`src/rtl/food_eat_ctrl.sv`:
```
// Purpose: per-frame pellet-eat controller. It looks up the food tile under Pac-Man, strobes a clear for that tile, and updates the BCD score and the pellet count.
// Latency: is_food_eaten is high 3 cycles after the frame edge pulse (fe); score and count change 4 cycles after fe.
// Backpressure: none. A frame edge that arrives while a lookup is in flight, or after the level is cleared, is dropped.
//
// Ports:
//   Clk, Reset           system clock; asynchronous active-low reset
//   frame_clk            vsync level from another clock domain; one lookup per rising edge
//   game_reset           synchronous level restart; reloads the pellets and keeps the score
//   Ball_X/Y_Pos_out     Pac-Man pixel position
//   food_bit / food_addr food-map read port (food_bit 0 = pellet present)
//   is_food_eaten        one-cycle clear strobe for the entry at food_addr
//   score_bcd            4-digit packed BCD score, saturating at 9999
//   pellets_left         remaining pellets; level_clear is high while this is 0
module food_eat_ctrl #(
    parameter int COLS         = 20,
    parameter int ROWS         = 11,
    parameter int TILE_SHIFT   = 5,
    parameter int PELLETS_INIT = 150,
    parameter int POINTS       = 10
) (
    input  logic        Clk,
    input  logic        Reset,
    input  logic        frame_clk,
    input  logic        game_reset,
    input  logic [9:0]  Ball_X_Pos_out,
    input  logic [9:0]  Ball_Y_Pos_out,
    input  logic        food_bit,
    output logic [7:0]  food_addr,
    output logic        is_food_eaten,
    output logic [15:0] score_bcd,
    output logic [7:0]  pellets_left,
    output logic        level_clear
);

    typedef enum logic [2:0] {
        IDLE  = 3'd0,
        ADDR  = 3'd1,
        READ  = 3'd2,
        EAT   = 3'd3,
        SCORE = 3'd4
    } state_t;

    // POINTS split into BCD digits once, at elaboration time
    localparam logic [3:0] PT_ONES = 4'(POINTS % 10);
    localparam logic [3:0] PT_TENS = 4'(POINTS / 10);

    state_t      state;
    logic        oob;
    logic        eat_q;

    // ------------------------------------------------------------------
    // frame_clk synchronizer and rising-edge detector.
    // fclk_hist is the previous synchronized sample. It is held at 1 until
    // sync_vld shows that fclk_s2 carries a real sample. Without this, a
    // frame_clk that is already high when reset is released would look
    // like a new rising edge.
    // ------------------------------------------------------------------
    logic       fclk_s1, fclk_s2, fclk_hist;
    logic [1:0] sync_vld;
    logic       fe;

    always_ff @(posedge Clk or negedge Reset) begin
        if (!Reset) begin
            fclk_s1   <= 1'b0;
            fclk_s2   <= 1'b0;
            fclk_hist <= 1'b1;
            sync_vld  <= 2'b00;
        end else begin
            fclk_s1   <= frame_clk;
            fclk_s2   <= fclk_s1;
            sync_vld  <= {sync_vld[0], 1'b1};
            fclk_hist <= sync_vld[1] ? fclk_s2 : 1'b1;
        end
    end

    assign fe = fclk_s2 & ~fclk_hist;

    // ------------------------------------------------------------------
    // Tile lookup, from the current ball position
    // ------------------------------------------------------------------
    logic [9:0] col, row;
    logic [7:0] tile_addr;
    logic       tile_oob;

    assign col       = Ball_X_Pos_out >> TILE_SHIFT;
    assign row       = Ball_Y_Pos_out >> TILE_SHIFT;
    // The address is truncated to the 8-bit port. Out-of-range tiles can
    // alias a real entry, but the oob flag prevents them from being eaten.
    assign tile_addr = 8'((32'(row) * 32'(COLS)) + 32'(col));
    assign tile_oob  = (col >= 10'(COLS)) || (row >= 10'(ROWS));

    // ------------------------------------------------------------------
    // BCD score adder, with saturation on carry out of the top digit
    // ------------------------------------------------------------------
    function automatic logic [4:0] bcd_digit_add(input logic [3:0] a,
                                                 input logic [3:0] b,
                                                 input logic       cin);
        logic [4:0] s;
        s = {1'b0, a} + {1'b0, b} + {4'b0000, cin};
        // Adding 6 modulo 16 gives s - 10 for sums from 10 to 19
        if (s > 5'd9) return {1'b1, s[3:0] + 4'd6};
        else          return {1'b0, s[3:0]};
    endfunction

    logic [3:0]  n0, n1, n2, n3;
    logic        c0, c1, c2, c3;
    logic [15:0] score_next;
    logic [7:0]  pellets_next;

    always_comb begin
        {c0, n0} = bcd_digit_add(score_bcd[3:0],   PT_ONES, 1'b0);
        {c1, n1} = bcd_digit_add(score_bcd[7:4],   PT_TENS, c0);
        {c2, n2} = bcd_digit_add(score_bcd[11:8],  4'd0,    c1);
        {c3, n3} = bcd_digit_add(score_bcd[15:12], 4'd0,    c2);
        score_next = c3 ? 16'h9999 : {n3, n2, n1, n0};
    end

    assign pellets_next = (pellets_left == 8'd0) ? 8'd0 : pellets_left - 8'd1;

    // ------------------------------------------------------------------
    // Control FSM
    // ------------------------------------------------------------------
    always_ff @(posedge Clk or negedge Reset) begin
        if (!Reset) begin
            state        <= IDLE;
            food_addr    <= 8'd0;
            oob          <= 1'b0;
            eat_q        <= 1'b0;
            score_bcd    <= 16'h0000;
            pellets_left <= 8'(PELLETS_INIT);
            level_clear  <= 1'b0;
        end else if (game_reset) begin
            state        <= IDLE;
            eat_q        <= 1'b0;
            pellets_left <= 8'(PELLETS_INIT);
            level_clear  <= 1'b0;
        end else begin
            case (state)
                IDLE: begin
                    eat_q <= 1'b0;
                    if (fe && !level_clear) state <= ADDR;
                end
                ADDR: begin
                    food_addr <= tile_addr;
                    oob       <= tile_oob;
                    state     <= READ;
                end
                READ: begin
                    if (!food_bit && !oob) begin
                        eat_q <= 1'b1;
                        state <= EAT;
                    end else begin
                        state <= IDLE;
                    end
                end
                EAT: begin
                    // The update is committed as the FSM enters SCORE, so the
                    // new score, count and level_clear are visible during the
                    // SCORE cycle (fe + 4).
                    eat_q        <= 1'b0;
                    score_bcd    <= score_next;
                    pellets_left <= pellets_next;
                    level_clear  <= (pellets_next == 8'd0);
                    state        <= SCORE;
                end
                SCORE: begin
                    state <= IDLE;
                end
                default: begin
                    eat_q <= 1'b0;
                    state <= IDLE;
                end
            endcase
        end
    end

    // The strobe is gated by game_reset so that a restart arriving during
    // EAT also suppresses the strobe in that same cycle.
    assign is_food_eaten = eat_q & ~game_reset;

endmodule

```
`config.mk`:
```
export PLATFORM = sky130hd
export DESIGN_NAME = food_eat_ctrl
export DESIGN_NICKNAME = d
export VERILOG_FILES = /design/src/rtl/food_eat_ctrl.sv
export SDC_FILE = /design/constraint.sdc
export NUM_CORES = 1
export LEC_CHECK = 0
export CAP_MARGIN = 20
export CORE_MARGIN = 3
export CORE_UTILIZATION = 50
export DETAILED_ROUTE_END_ITERATION = 12
export PLACE_DENSITY_LB_ADDON = 0.05
export SLEW_MARGIN = 40
export SYNTH_ARGS = -nofsm -noshare
export SYNTH_HDL_FRONTEND = slang
export SYNTH_SLANG_ARGS = --single-unit
```
`constraint.sdc`:
```
create_clock -name Clk -period 9.6 [get_ports Clk]
set_input_delay 0.96 -clock Clk [delete_from_list [all_inputs] [get_ports Clk]]
set_output_delay 0.96 -clock Clk [all_outputs]
set_load 0.1 [all_outputs]
```
==> results of run 1 <==
## registers in the layout, indices dropped and copies added, names as in the netlist
name	cells
score_bcd	16
fclk_hist	1
sync_vld	2
pellets_left	8
fclk_s1	1
level_clear	1
food_addr	8
fclk_s2	1
eat_q	1
state	3
oob	1
## cell usage in the layout, fill, tap and decap left out, types with 2 or more instances in the layout
| master | n |
|---|---|
| a211oi_1 | 3 |
| nor2b_1 | 4 |
| nand2b_1 | 9 |
| nor3b_1 | 2 |
| dfrtp_1 | 38 |
| a221oi_1 | 3 |
| or3_1 | 2 |
| clkbuf_8 | 6 |
| fa_1 | 2 |
| nand3_1 | 4 |
| clkinv_2 | 2 |
| clkdlybuf4s50_1 | 13 |
| o22a_1 | 3 |
| a31oi_1 | 4 |
| o31a_1 | 2 |
| xor2_1 | 4 |
| a21o_1 | 3 |
| a21oi_1 | 13 |
| mux2i_1 | 2 |
| nor2_1 | 25 |
| buf_2 | 34 |
| nand3b_1 | 3 |
| mux2_4 | 3 |
| o21a_1 | 3 |
| o31ai_1 | 5 |
| o21ai_0 | 11 |
| nor3_1 | 5 |
| a32oi_1 | 3 |
| nand2_1 | 31 |
| dfstp_2 | 5 |
| inv_1 | 19 |
| o22ai_1 | 4 |
| xnor2_1 | 8 |
| ha_1 | 18 |
| o21ai_1 | 16 |
| nor4_1 | 2 |
## power by group through the flow
stage / Combinational (W) / Sequential [W] / Clock [W]
floorplan: 0.0000360 / 0.000289 / 0
global placement: 0.000158 / 0.000207 / 0
detailed placement: 0.000149 / 0.000206 / 0
CTS: 0.000149 / 0.000204 / 0.000149
global route: 0.000157 / 0.000205 / 0.000159
finish: 0.000148 / 0.000203 / 0.000145
## cells by family after synthesis
| group | after synthesis | share of synthesized area [%] |
|---|---|---|
| AND/OR/NAND/NOR | 98 | 19.0 |
| AO/OA/AOI/OAI | 82 | 19.8 |
| flip-flops | 43 | 39.2 |
| buffers and inverters | 35 | 5.70 |
| adder cells (fa/ha/maj) | 20 | 9.60 |
| XOR/XNOR | 12 | 3.80 |
| multiplexers | 6 | 2.76 |
| other | 1 | 0.136 |
## Yosys cell counts, types with 2 or more instances
| master | number | area [sq um] |
|---|---|---|
| mux2_4 | 3 | 45.0 |
| dfrtp_1 | 38 | 951 |
| buf_2 | 7 | 35.0 |
| o31ai_1 | 5 | 37.5 |
| a211oi_1 | 3 | 22.5 |
| buf_6 | 2 | 22.5 |
| nor3b_1 | 2 | 15.0 |
| nand3_1 | 4 | 20.0 |
| a21o_1 | 3 | 22.5 |
| a221oi_1 | 3 | 26.3 |
| ha_1 | 18 | 225 |
| xor2_1 | 4 | 35.0 |
| nand2_1 | 31 | 116 |
| o31a_1 | 2 | 17.5 |
| mux2i_1 | 2 | 20.0 |
| nor2_1 | 25 | 93.8 |
| dfstp_2 | 5 | 131 |
| nor4_1 | 2 | 12.5 |
| o22a_1 | 3 | 26.3 |
| nand2b_1 | 9 | 56.3 |
| a31oi_1 | 4 | 25.0 |
| inv_1 | 19 | 71.3 |
| nor3_1 | 5 | 25.0 |
| o21a_1 | 3 | 22.5 |
| a21oi_1 | 13 | 65.1 |
| o21ai_0 | 11 | 55.1 |
| nand3b_1 | 3 | 22.5 |
| o22ai_1 | 4 | 25.0 |
| a32oi_1 | 3 | 26.3 |
| clkbuf_1 | 5 | 18.8 |
| o21ai_1 | 16 | 80.1 |
| or3_1 | 2 | 12.5 |
| fa_1 | 2 | 40.0 |
| xnor2_1 | 8 | 70.1 |
| nor2b_1 | 4 | 25.0 |
## metrics by stage
| stage | power (W) | utilization (%) | std cells |
|---|---|---|---|
| detailed placement | 0.000355 | 58.8 | 400 |
| floorplan | 0.000325 | - | 297 |
| global route | 0.000522 | 61.0 | 408 |
| CTS | 0.000502 | 61.0 | 408 |
| finish | 0.000496 | 61.0 | 408 |
| global placement | 0.000365 | 62.0 | 400 |
## layout make-up
type	count	area, sq um	share of cell area [%]
flip-flops and latches	43	1080	33.9
clock inverters	2	35.0	1.10
inverters	20	76.3	2.39
well taps	70	87.6	2.74
repair buffers	48	308	9.63
clock buffers	6	82.6	2.58
multi-input cells	219	1520	47.7
## metal layers
metal	GRT usage (%)	vias up
met2	29.8	47
met5	0	-
li1	-	1133
met1	25.2	1081
met3	6.05	4
met4	5.24	0
## worst paths after layout
check	start	to	slack (ns)
min in group asynchronous	Reset	pellets_left[0]	0.65
hold reg to reg	sync_vld[0]	sync_vld[1]	0.35
setup / recovery	score_bcd[2]	score_bcd[14]	4.81
setup reg to reg	score_bcd[2]	score_bcd[14]	4.81
max in group asynchronous	Reset	pellets_left[2]	8.57
hold / removal	sync_vld[0]	sync_vld[1]	0.35
==> qor.yml, run 1 <==
cp-end-kind: "register"
grt_setup_unrepaired: "false"
cp_slowest_stage_delay_ns: 0.43
n_fill_cell: 463
report.final.hold_viol_count: 0
r2r_cells: 20
synth.distinct_cells: 59
crit_type: "reg -> reg"
dr_wl_met3_um: 286
postRouteAntennaNets: 0
place_congestion: 0.848
dr.pass1.iters: 5
synth-edff-count: 0
p_clk_share_pct: 29.2
slew_headroom_pct: 64.0
wl_met2_mm: 2.51
grt_pass1_wl_mm: 9.74
synth_cells: 297
row_count: 26
dpl.hpwl_mm: 3.99
fmax_ghz: 0.209
vias: 2265
cts_max_path_buffers: 2
wire_per_inst_um: 13.4
cts_setup_buffers: 0
pwr_density_cell_nw_per_um2: 155
drive_above_1_share_pct: 18.0
die_h_um: 80.4
dp_slack_ns: 4.88
slew_viol_final: 0
clk_pin_slew_ns: 0.08
crit_path_start_kind: "register"
crit_cells: 20
drv_cap: 0
yosys_warnings: 0
placed_area_sq_um: 3080
switchingPower_w: 0.000183
synth.avg_cell_area_sq_um: 9.31
final_nets: 382
wl_met1_mm: 2.63
cts_inserted_buffers: 5
drc: 0
insertion_delay_ns: 0.29
synth-seq-cells: 43
cts_root_buf: "clkbuf_8"
pwr-share-comb_pct: 29.8
initialDrtViolationCount: 101
cp_top_family: "adder cells"
outcome: "finished clean"
routed_wirelength_mm: 5.47
p_leak_nw: 1.46
cellInternalPower_w: 0.000313
fin_crit_sh_pct: 49.9
finalSetupTns_ns: 0
fin_skew_ns: 0.00598
crit_arrival_ns: 5.01
htreeDepth: 2
ir_worst_vdd_mv: 0.144
synth-async-reset-ratio_pct: 100
vias_per_cell: 5.55
holdWs_ns: 0.352
die_w_um: 80.4
setup_viol_count_final: 0
syn_area_sq_um: 2760
crit_buf_inv: 2
hold_buffers: 0
portBuffers: 48
setup_ws_ns: 4.81
antenna_found_initial: 0
ys_seq_area_share_pct: 39.2
track_usage_pct: 19.0
core_sq_um: 5240
grt_pass1_vias: 2166
cts-resized-gates: 0
crit_slowest_cell: "dfrtp_1"
grt-ovfl-total: 0
critPathMostFrequentCell: "ha_1"
antenna_cells: 0
synth_nets: 342
p_seq_share_pct: 41.0
cts_tree: "built"
ys.flop_type: "dfrtp_1"
die_area_sq_um: 6460
cp_max_fo: 10
hp-class: "reg -> reg"
finalInstanceArea_sq_um: 3200
switching_share_pct: 37.0
start_util_pct: 52.8
pin_count: 59
layout_min_cycle_time_ns: 4.79
grt_max_degree: 44
area_growth_pct: 15.6
path_cells: "o21ai_0, ha_1, inv_1, ha_1, or2_2, a21oi_1, a211oi_1, ha_1, ha_1, inv_1, nand2_1, a31oi_1, a221oi_1, ha_1, ha_1, nor2_1, a41oi_1, o22a_1, nand2b_1, o2bb2ai_1"
top_layer: "met4"
worst_slew_pin_slew_ns: 0.540
hold_path_depth: 0
cts.sinks: 43
required_ns: 9.82
(Power assumes the default switching activity.)
==> inputs of run 2 (changes only) <==
--- a/config.mk
+++ b/config.mk
@@ -7,7 +7,7 @@
 export LEC_CHECK = 0
 export CAP_MARGIN = 20
 export CORE_MARGIN = 3
-export CORE_UTILIZATION = 50
+export CORE_UTILIZATION = 46
 export DETAILED_ROUTE_END_ITERATION = 12
 export PLACE_DENSITY_LB_ADDON = 0.05
 export SLEW_MARGIN = 40
==> constraint.sdc (replaced) <==
create_clock -name Clk -period 3.9 [get_ports Clk]
set_input_delay 0.39 -clock Clk [delete_from_list [all_inputs] [get_ports Clk]]
set_output_delay 0.39 -clock Clk [all_outputs]
set_load 0.1 [all_outputs]
==> run 2 against run 1 <==
Against the previous run: first-iteration DRC count is 5.0% higher; combinational power grew to 2.5 times the previous value; hold slack worse by 0.27 ns; sequential cell count unchanged; clock power up 98%; setup slack worse by 4.7 ns; critical path depth did not move; die area is 8.0% higher; via count up 3.5%; critical path type unchanged.
==> qor.yml, run 2 (same netlist as run 1, synthesis figures left out) <==
fmax_ghz: 0.267  # was 0.209 GHz
crit_type: "reg -> reg"  # unchanged
worst_slew_pin_slew_ns: 0.569  # was 0.540 ns
cts_root_buf: "clkbuf_8"  # unchanged
grt-busiest-layer: "met2"  # unchanged
cts_tree: "built"  # unchanged
use_met1_pct: 25.0  # was 25.2%
required_ns: 4.08  # was 9.82 ns
regMostFlops: "score_bcd"  # unchanged
report.final.hold_viol_count: 0  # unchanged
routed_wirelength_mm: 6.10  # was 5.47 mm
vias_per_cell: 5.49  # was 5.55
ff2ff_setup_slack_ns: 0.15  # was 4.81 ns
pwr_density_cell_nw_per_um2: 333  # was 155 nW/um^2
grt-ovfl-total: 0  # unchanged
crit_arrival_ns: 3.93  # was 5.01 ns
cp_max_fo: 6  # was 10
cts_inserted_buffers: 5  # unchanged
largest_reg_flops: 16  # unchanged
cp_top_family: "adder cells"  # unchanged
hold_buffers: 0  # unchanged
row_count: 27  # was 26
critPathMostFrequentCell: "ha_4"  # was ha_1
core_sq_um: 5680  # was 5240 sq um
path_cells: "o21ai_4, ha_4, inv_2, ha_4, nand2b_1, a21oi_4, a211oi_2, ha_2, ha_4, inv_4, nand2_4, a31oi_4, a221oi_2, ha_2, ha_4, nor2_4, a41oi_2, o22a_2, o21ai_2, mux2_2"  # was o21ai_0, ha_1, inv_1, ha_1, or2_2, a21oi_1, a211oi_1, ha_1, ha_1, inv_1, nand2_1, a31oi_1, a221oi_1, ha_1, ha_1, nor2_1, a41oi_1, o22a_1, nand2b_1, o2bb2ai_1
area_growth_pct: 26.5  # was 15.6%
pwr-share-comb_pct: 32.3  # was 29.8%
drive_above_1_share_pct: 30.7  # was 18.0%
insertion_delay_ns: 0.29  # about the same
crit_path_start_kind: "register"  # unchanged
cts.sinks: 43  # unchanged
finalSetupTns_ns: 0  # unchanged
antenna_cells: 0  # unchanged
use_met2_pct: 28.5  # was 29.8%
place_congestion: 0.885  # was 0.848
die_w_um: 83.5  # was 80.4 um
cts_max_path_buffers: 2  # unchanged
p_leak_nw: 1.54  # was 1.46 nW
switchingPower_w: 0.000469  # was 0.000183 W
cp_slowest_stage_delay_ns: 0.50  # was 0.43 ns
htreeDepth: 2  # unchanged
cellInternalPower_w: 0.000695  # was 0.000313 W
grt_max_degree: 44  # unchanged
fin_crit_sh_pct: 96.2  # was 49.9%
postLayoutCoreUtil_pct: 61.6  # was 61.0%
crit_slowest_cell: "dfrtp_4"  # was dfrtp_1
final_cell_mix: "34 x buf_2, 33 x dfrtp_1, 29 x nand2_1"  # was 38 x dfrtp_1, 34 x buf_2, 31 x nand2_1
pin_count: 59  # unchanged
ir_worst_vdd_mv: 0.410  # was 0.144 mV
holdWs_ns: 0.0775  # was 0.352 ns
die_h_um: 83.5  # was 80.4 um
die_area_sq_um: 6970  # was 6460 sq um
initialDrtViolationCount: 106  # was 101
clk_pin_slew_ns: 0.09  # was 0.08 ns
cp-end-kind: "register"  # unchanged
grt_pass1_vias: 2246  # was 2166
start_util_pct: 48.7  # was 52.8%
track_usage_pct: 17.8  # was 19.0%
drc: 0  # unchanged
crit_buf_inv: 2  # unchanged
grt_pass1_wl_mm: 10.3  # was 9.74 mm
switching_share_pct: 40.3  # was 37.0%
final_common_cell: "buf_2"  # was dfrtp_1
postRouteAntennaNets: 0  # unchanged
slew_viol_final: 0  # unchanged
wire_per_inst_um: 14.3  # was 13.4 um
dr.pass1.iters: 4  # was 5
hp-class: "in -> async"  # was reg -> reg
outcome: "finished clean"  # unchanged
fin_skew_ns: 0.00430  # was 0.00598 ns
final_nets: 399  # was 382
vias: 2344  # was 2265
layout_min_cycle_time_ns: 3.75  # was 4.79 ns
dpl.hpwl_mm: 4.26  # was 3.99 mm
top_regs: "score_bcd: 16 flops, food_addr: 8 flops, pellets_left: 8 flops"  # unchanged
slew_headroom_pct: 62.1  # was 64.0%
p_clk_share_pct: 24.6  # was 29.2%
setup_viol_count_final: 0  # unchanged
portBuffers: 48  # unchanged
finalPower_w: 0.00116  # was 0.000496 W
p_seq_share_pct: 43.0  # was 41.0%
met3_usage_pct: 2.96  # was 6.05%
drv_cap: 0  # unchanged
antenna_found_initial: 0  # unchanged
run 2: area by class of cell:
class	instances	area, sq um
clock buffer	5	68.8
clock inverter	3	20.0
timing repair buffer	64	428
multi-input combinational	220	1720
sequential	43	1090
fill	530	2180
inverter	20	78.8
tap	72	90.1
run 2: final timing paths:
path                                    from               to  cells past startpoint
worst max-delay path            score_bcd[2]     score_bcd[1]                     20
worst min-delay path                   Reset  pellets_left[5]                      1
worst max register to register  score_bcd[2]     score_bcd[1]                     20
worst min register to register       fclk_s1          fclk_s2                      0
max in group asynchronous              Reset     score_bcd[1]                      1
min in group Clk                     fclk_s1          fclk_s2                      0
run 2: power groups by stage:
stage               clock (W)  sequential (W)  combinational, W
CTS                  0.000298        0.000502          0.000378
finish               0.000287        0.000501          0.000376
floorplan                   0        0.000712         0.0000944
global placement            0        0.000510          0.000401
detailed placement          0        0.000508          0.000378
global route         0.000320        0.000507          0.000398
run 2: through the flow:
step           area (sq um)  instances  setup WS (ns)
2_1_floorplan          2900        297        -0.0894
3_3_place_gp           3470        415         0.0156
3_5_place_dp           3300        415        -0.0918
4_1_cts                3390        423       0.000777
5_1_grt                3500        427        -0.0159
6_report               3500        427          0.150
run 2: routing by layer:
metal	routed length [um]	up-vias
li1	-	1162
met1	2890	1112
met2	2820	65
met3	333	5
met4	54	0
met5	0	-
run 2: what timing repair did:
action	4_1_cts	5_1_grt
endpoints found under the hold margin	0	0
gates cloned	0	1
setup buffers	0	3
endpoints found under the setup margin	9	15
pin swaps	1	8
resized for setup	1	14
==> inputs of run 3 (changes only) <==
--- a/config.mk
+++ b/config.mk
@@ -6,10 +6,13 @@
 export NUM_CORES = 1
 export LEC_CHECK = 0
 export CAP_MARGIN = 20
+export CELL_PAD_IN_SITES_DETAIL_PLACEMENT = 0
+export CELL_PAD_IN_SITES_GLOBAL_PLACEMENT = 1
 export CORE_MARGIN = 3
-export CORE_UTILIZATION = 46
+export CORE_UTILIZATION = 35
 export DETAILED_ROUTE_END_ITERATION = 12
 export PLACE_DENSITY_LB_ADDON = 0.05
+export SKIP_CTS_REPAIR_TIMING = 1
 export SLEW_MARGIN = 40
 export SYNTH_ARGS = -nofsm -noshare
 export SYNTH_HDL_FRONTEND = slang
==> run 3 against run 2 <==
Against the previous run: via count about the same; die area grew 29%; largest power group unchanged; sequential share of layout area decreased by 1.0 points.
==> qor.yml, run 3 (same netlist as run 1, synthesis figures left out) <==
crit_buf_inv: 3  # was 2
portBuffers: 48  # unchanged
p_leak_nw: 1.59  # was 1.54 nW
drive_above_1_share_pct: 32.7  # was 30.7%
antenna_cells: 0  # unchanged
regMostFlops: "score_bcd"  # unchanged
cp_max_fo: 6  # unchanged
n_fill_cell: 710  # was 530
report.final.hold_viol_count: 0  # unchanged
die_h_um: 94.9  # was 83.5 um
r2r_cells: 20  # unchanged
slew_headroom_pct: 58.6  # was 62.1%
drc: 0  # unchanged
cts_root_buf: "clkbuf_8"  # unchanged
grt_pass1_wl_mm: 10.5  # was 10.3 mm
drv_cap: 0  # unchanged
core_sq_um: 7450  # was 5680 sq um
path_cells: "o21ai_4, ha_4, inv_2, ha_4, nor4bb_4, a211oi_2, ha_2, ha_4, inv_4, nand2_2, a31oi_2, a221oi_2, ha_2, ha_4, nor2_2, a41oi_2, o22a_4, buf_4, nand2b_4, o2bb2ai_1"  # was o21ai_4, ha_4, inv_2, ha_4, nand2b_1, a21oi_4, a211oi_2, ha_2, ha_4, inv_4, nand2_4, a31oi_4, a221oi_2, ha_2, ha_4, nor2_4, a41oi_2, o22a_2, o21ai_2, mux2_2
cp-end-kind: "register"  # unchanged
initialDrtViolationCount: 66  # was 106
track_usage_pct: 14.7  # was 17.8%
required_ns: 4.12  # was 4.08 ns
finalSetupTns_ns: 0  # unchanged
grt-ovfl-total: 0  # unchanged
cts_max_path_buffers: 2  # unchanged
htreeDepth: 2  # unchanged
fin_crit_sh_pct: 96.7  # was 96.2%
postRouteAntennaNets: 0  # unchanged
area_growth_pct: 30.8  # was 26.5%
largest_reg_flops: 16  # unchanged
finalPower_w: 0.00117  # was 0.00116 W
final_cell_mix: "34 x buf_2, 33 x dfrtp_1, 29 x nand2_1, 29 x buf_4, 24 x nor2_1"  # was 34 x buf_2, 33 x dfrtp_1, 29 x nand2_1
cts.sinks: 43  # unchanged
cts_inserted_buffers: 5  # unchanged
ff2ff_setup_slack_ns: 0.13  # was 0.15 ns
cts_tree: "built"  # unchanged
top_regs: "score_bcd: 16 flops, food_addr: 8 flops, pellets_left: 8 flops"  # unchanged
reg2reg_from: "score_bcd[2]"  # unchanged
cp_top_family: "adder cells"  # unchanged
hp-class: "in -> async"  # unchanged
fin_skew_ns: 0.00779  # was 0.00430 ns
pwr_density_cell_nw_per_um2: 322  # was 333 nW/um^2
crit_slowest_cell: "dfrtp_4"  # unchanged
slew_viol_final: 0  # unchanged
setup_ws_ns: 0.129  # was 0.150 ns
clk_pin_slew_ns: 0.09  # about the same
crit_cells: 20  # unchanged
insertion_delay_ns: 0.30  # was 0.29 ns
worst_slew_pin_slew_ns: 0.618  # was 0.569 ns
crit_type: "reg -> reg"  # unchanged
vias_per_cell: 5.03  # was 5.49
start_util_pct: 37.1  # was 48.7%
ir_worst_vdd_mv: 0.237  # was 0.410 mV
vias: 2342  # was 2344
fmax_ghz: 0.265  # was 0.267 GHz
wire_per_inst_um: 13.3  # was 14.3 um
place_congestion: 0.760  # was 0.885
die_area_sq_um: 9000  # was 6970 sq um
setup_viol_count_final: 0  # unchanged
cp_slowest_stage_delay_ns: 0.50  # about the same
crit_arrival_ns: 4.00  # was 3.93 ns
outcome: "finished clean"  # unchanged
layout_min_cycle_time_ns: 3.77  # was 3.75 ns
grt_max_degree: 44  # unchanged
crit_path_start_kind: "register"  # unchanged
pin_count: 59  # unchanged
regToRegEndpoint: "score_bcd[14]"  # was score_bcd[1]
antenna_found_initial: 0  # unchanged
routed_wirelength_mm: 6.19  # was 6.10 mm
final_nets: 411  # was 399
critPathMostFrequentCell: "ha_4"  # unchanged
dpl.hpwl_mm: 4.47  # was 4.26 mm
dp_slack_ns: -0.0753  # was -0.0918 ns
row_count: 31  # was 27
die_w_um: 94.9  # was 83.5 um
grt_pass1_vias: 2185  # was 2246
dr.pass1.iters: 4  # unchanged
final_common_cell: "buf_2"  # unchanged
-- run 3: changes by cell type in the layout (fill, tap and decap cells not counted), sizes merged --
cell,previous run,this run
o22a,4,3
buf,51,64
-- run 3: worst max-delay path by stage --
stage                 startpoint       endpoint  slack [ns]
CTS                 score_bcd[1]   score_bcd[1]        -0.1
finish              score_bcd[2]  score_bcd[14]        0.13
global placement    score_bcd[1]   score_bcd[1]       -0.04
floorplan           score_bcd[1]   score_bcd[1]       -0.09
global route        score_bcd[2]   score_bcd[1]       -0.05
detailed placement  score_bcd[1]   score_bcd[1]       -0.08
-- run 3: report_power, final --
part	internal, W	switching [W]	leakage, nW
combinational	0.0000904	0.000286	1.02
sequential	0.000480	0.0000190	0.533
clock	0.000125	0.000165	0.0402
total	0.000695	0.000470	1.59
-- run 3: metal layers --
layer	GRT usage, %	part of all wire [%]
met5	0	0
met4	3.61	1.1
met3	3.82	5.9
met2	23.4	46
met1	20.0	47
-- run 3: cell type report --
| type | count | area [sq um] | area share (%) |
|---|---|---|---|
| Timing Repair Buffer | 77 | 538 | 14.9 |
| Sequential cell | 43 | 1090 | 30.3 |
| Multi-Input combinational cell | 219 | 1690 | 46.8 |
| Clock buffer | 5 | 68.8 | 1.90 |
| Inverter | 20 | 78.8 | 2.18 |
| Tap cell | 99 | 124 | 3.43 |
| Clock inverter | 3 | 20.0 | 0.554 |
-- run 3: worst reg2reg max path, stage by stage, from the launching register on --
cell,delay (ns)
dfrtp_4,0.50
o21ai_4,0.18
ha_4,0.15
inv_2,0.04
ha_4,0.17
nor4bb_4,0.33
a211oi_2,0.12
ha_2,0.22
ha_4,0.28
inv_4,0.03
nand2_2,0.07
a31oi_2,0.09
a221oi_2,0.20
ha_2,0.25
ha_4,0.21
nor2_2,0.09
a41oi_2,0.05
o22a_4,0.29
buf_4,0.15
nand2b_4,0.15
o2bb2ai_1,0.13
-- run 3: metrics by stage --
step	cell area [sq um]	std cells	hold WS [ns]	util [%]
global placement	3610	455	0.336	48.5
global route	3610	466	0.114	48.5
detailed placement	3450	455	0.335	46.3
floorplan	2900	297	0.0944	-
CTS	3540	463	0.108	47.5
finish	3610	466	0.0749	48.5
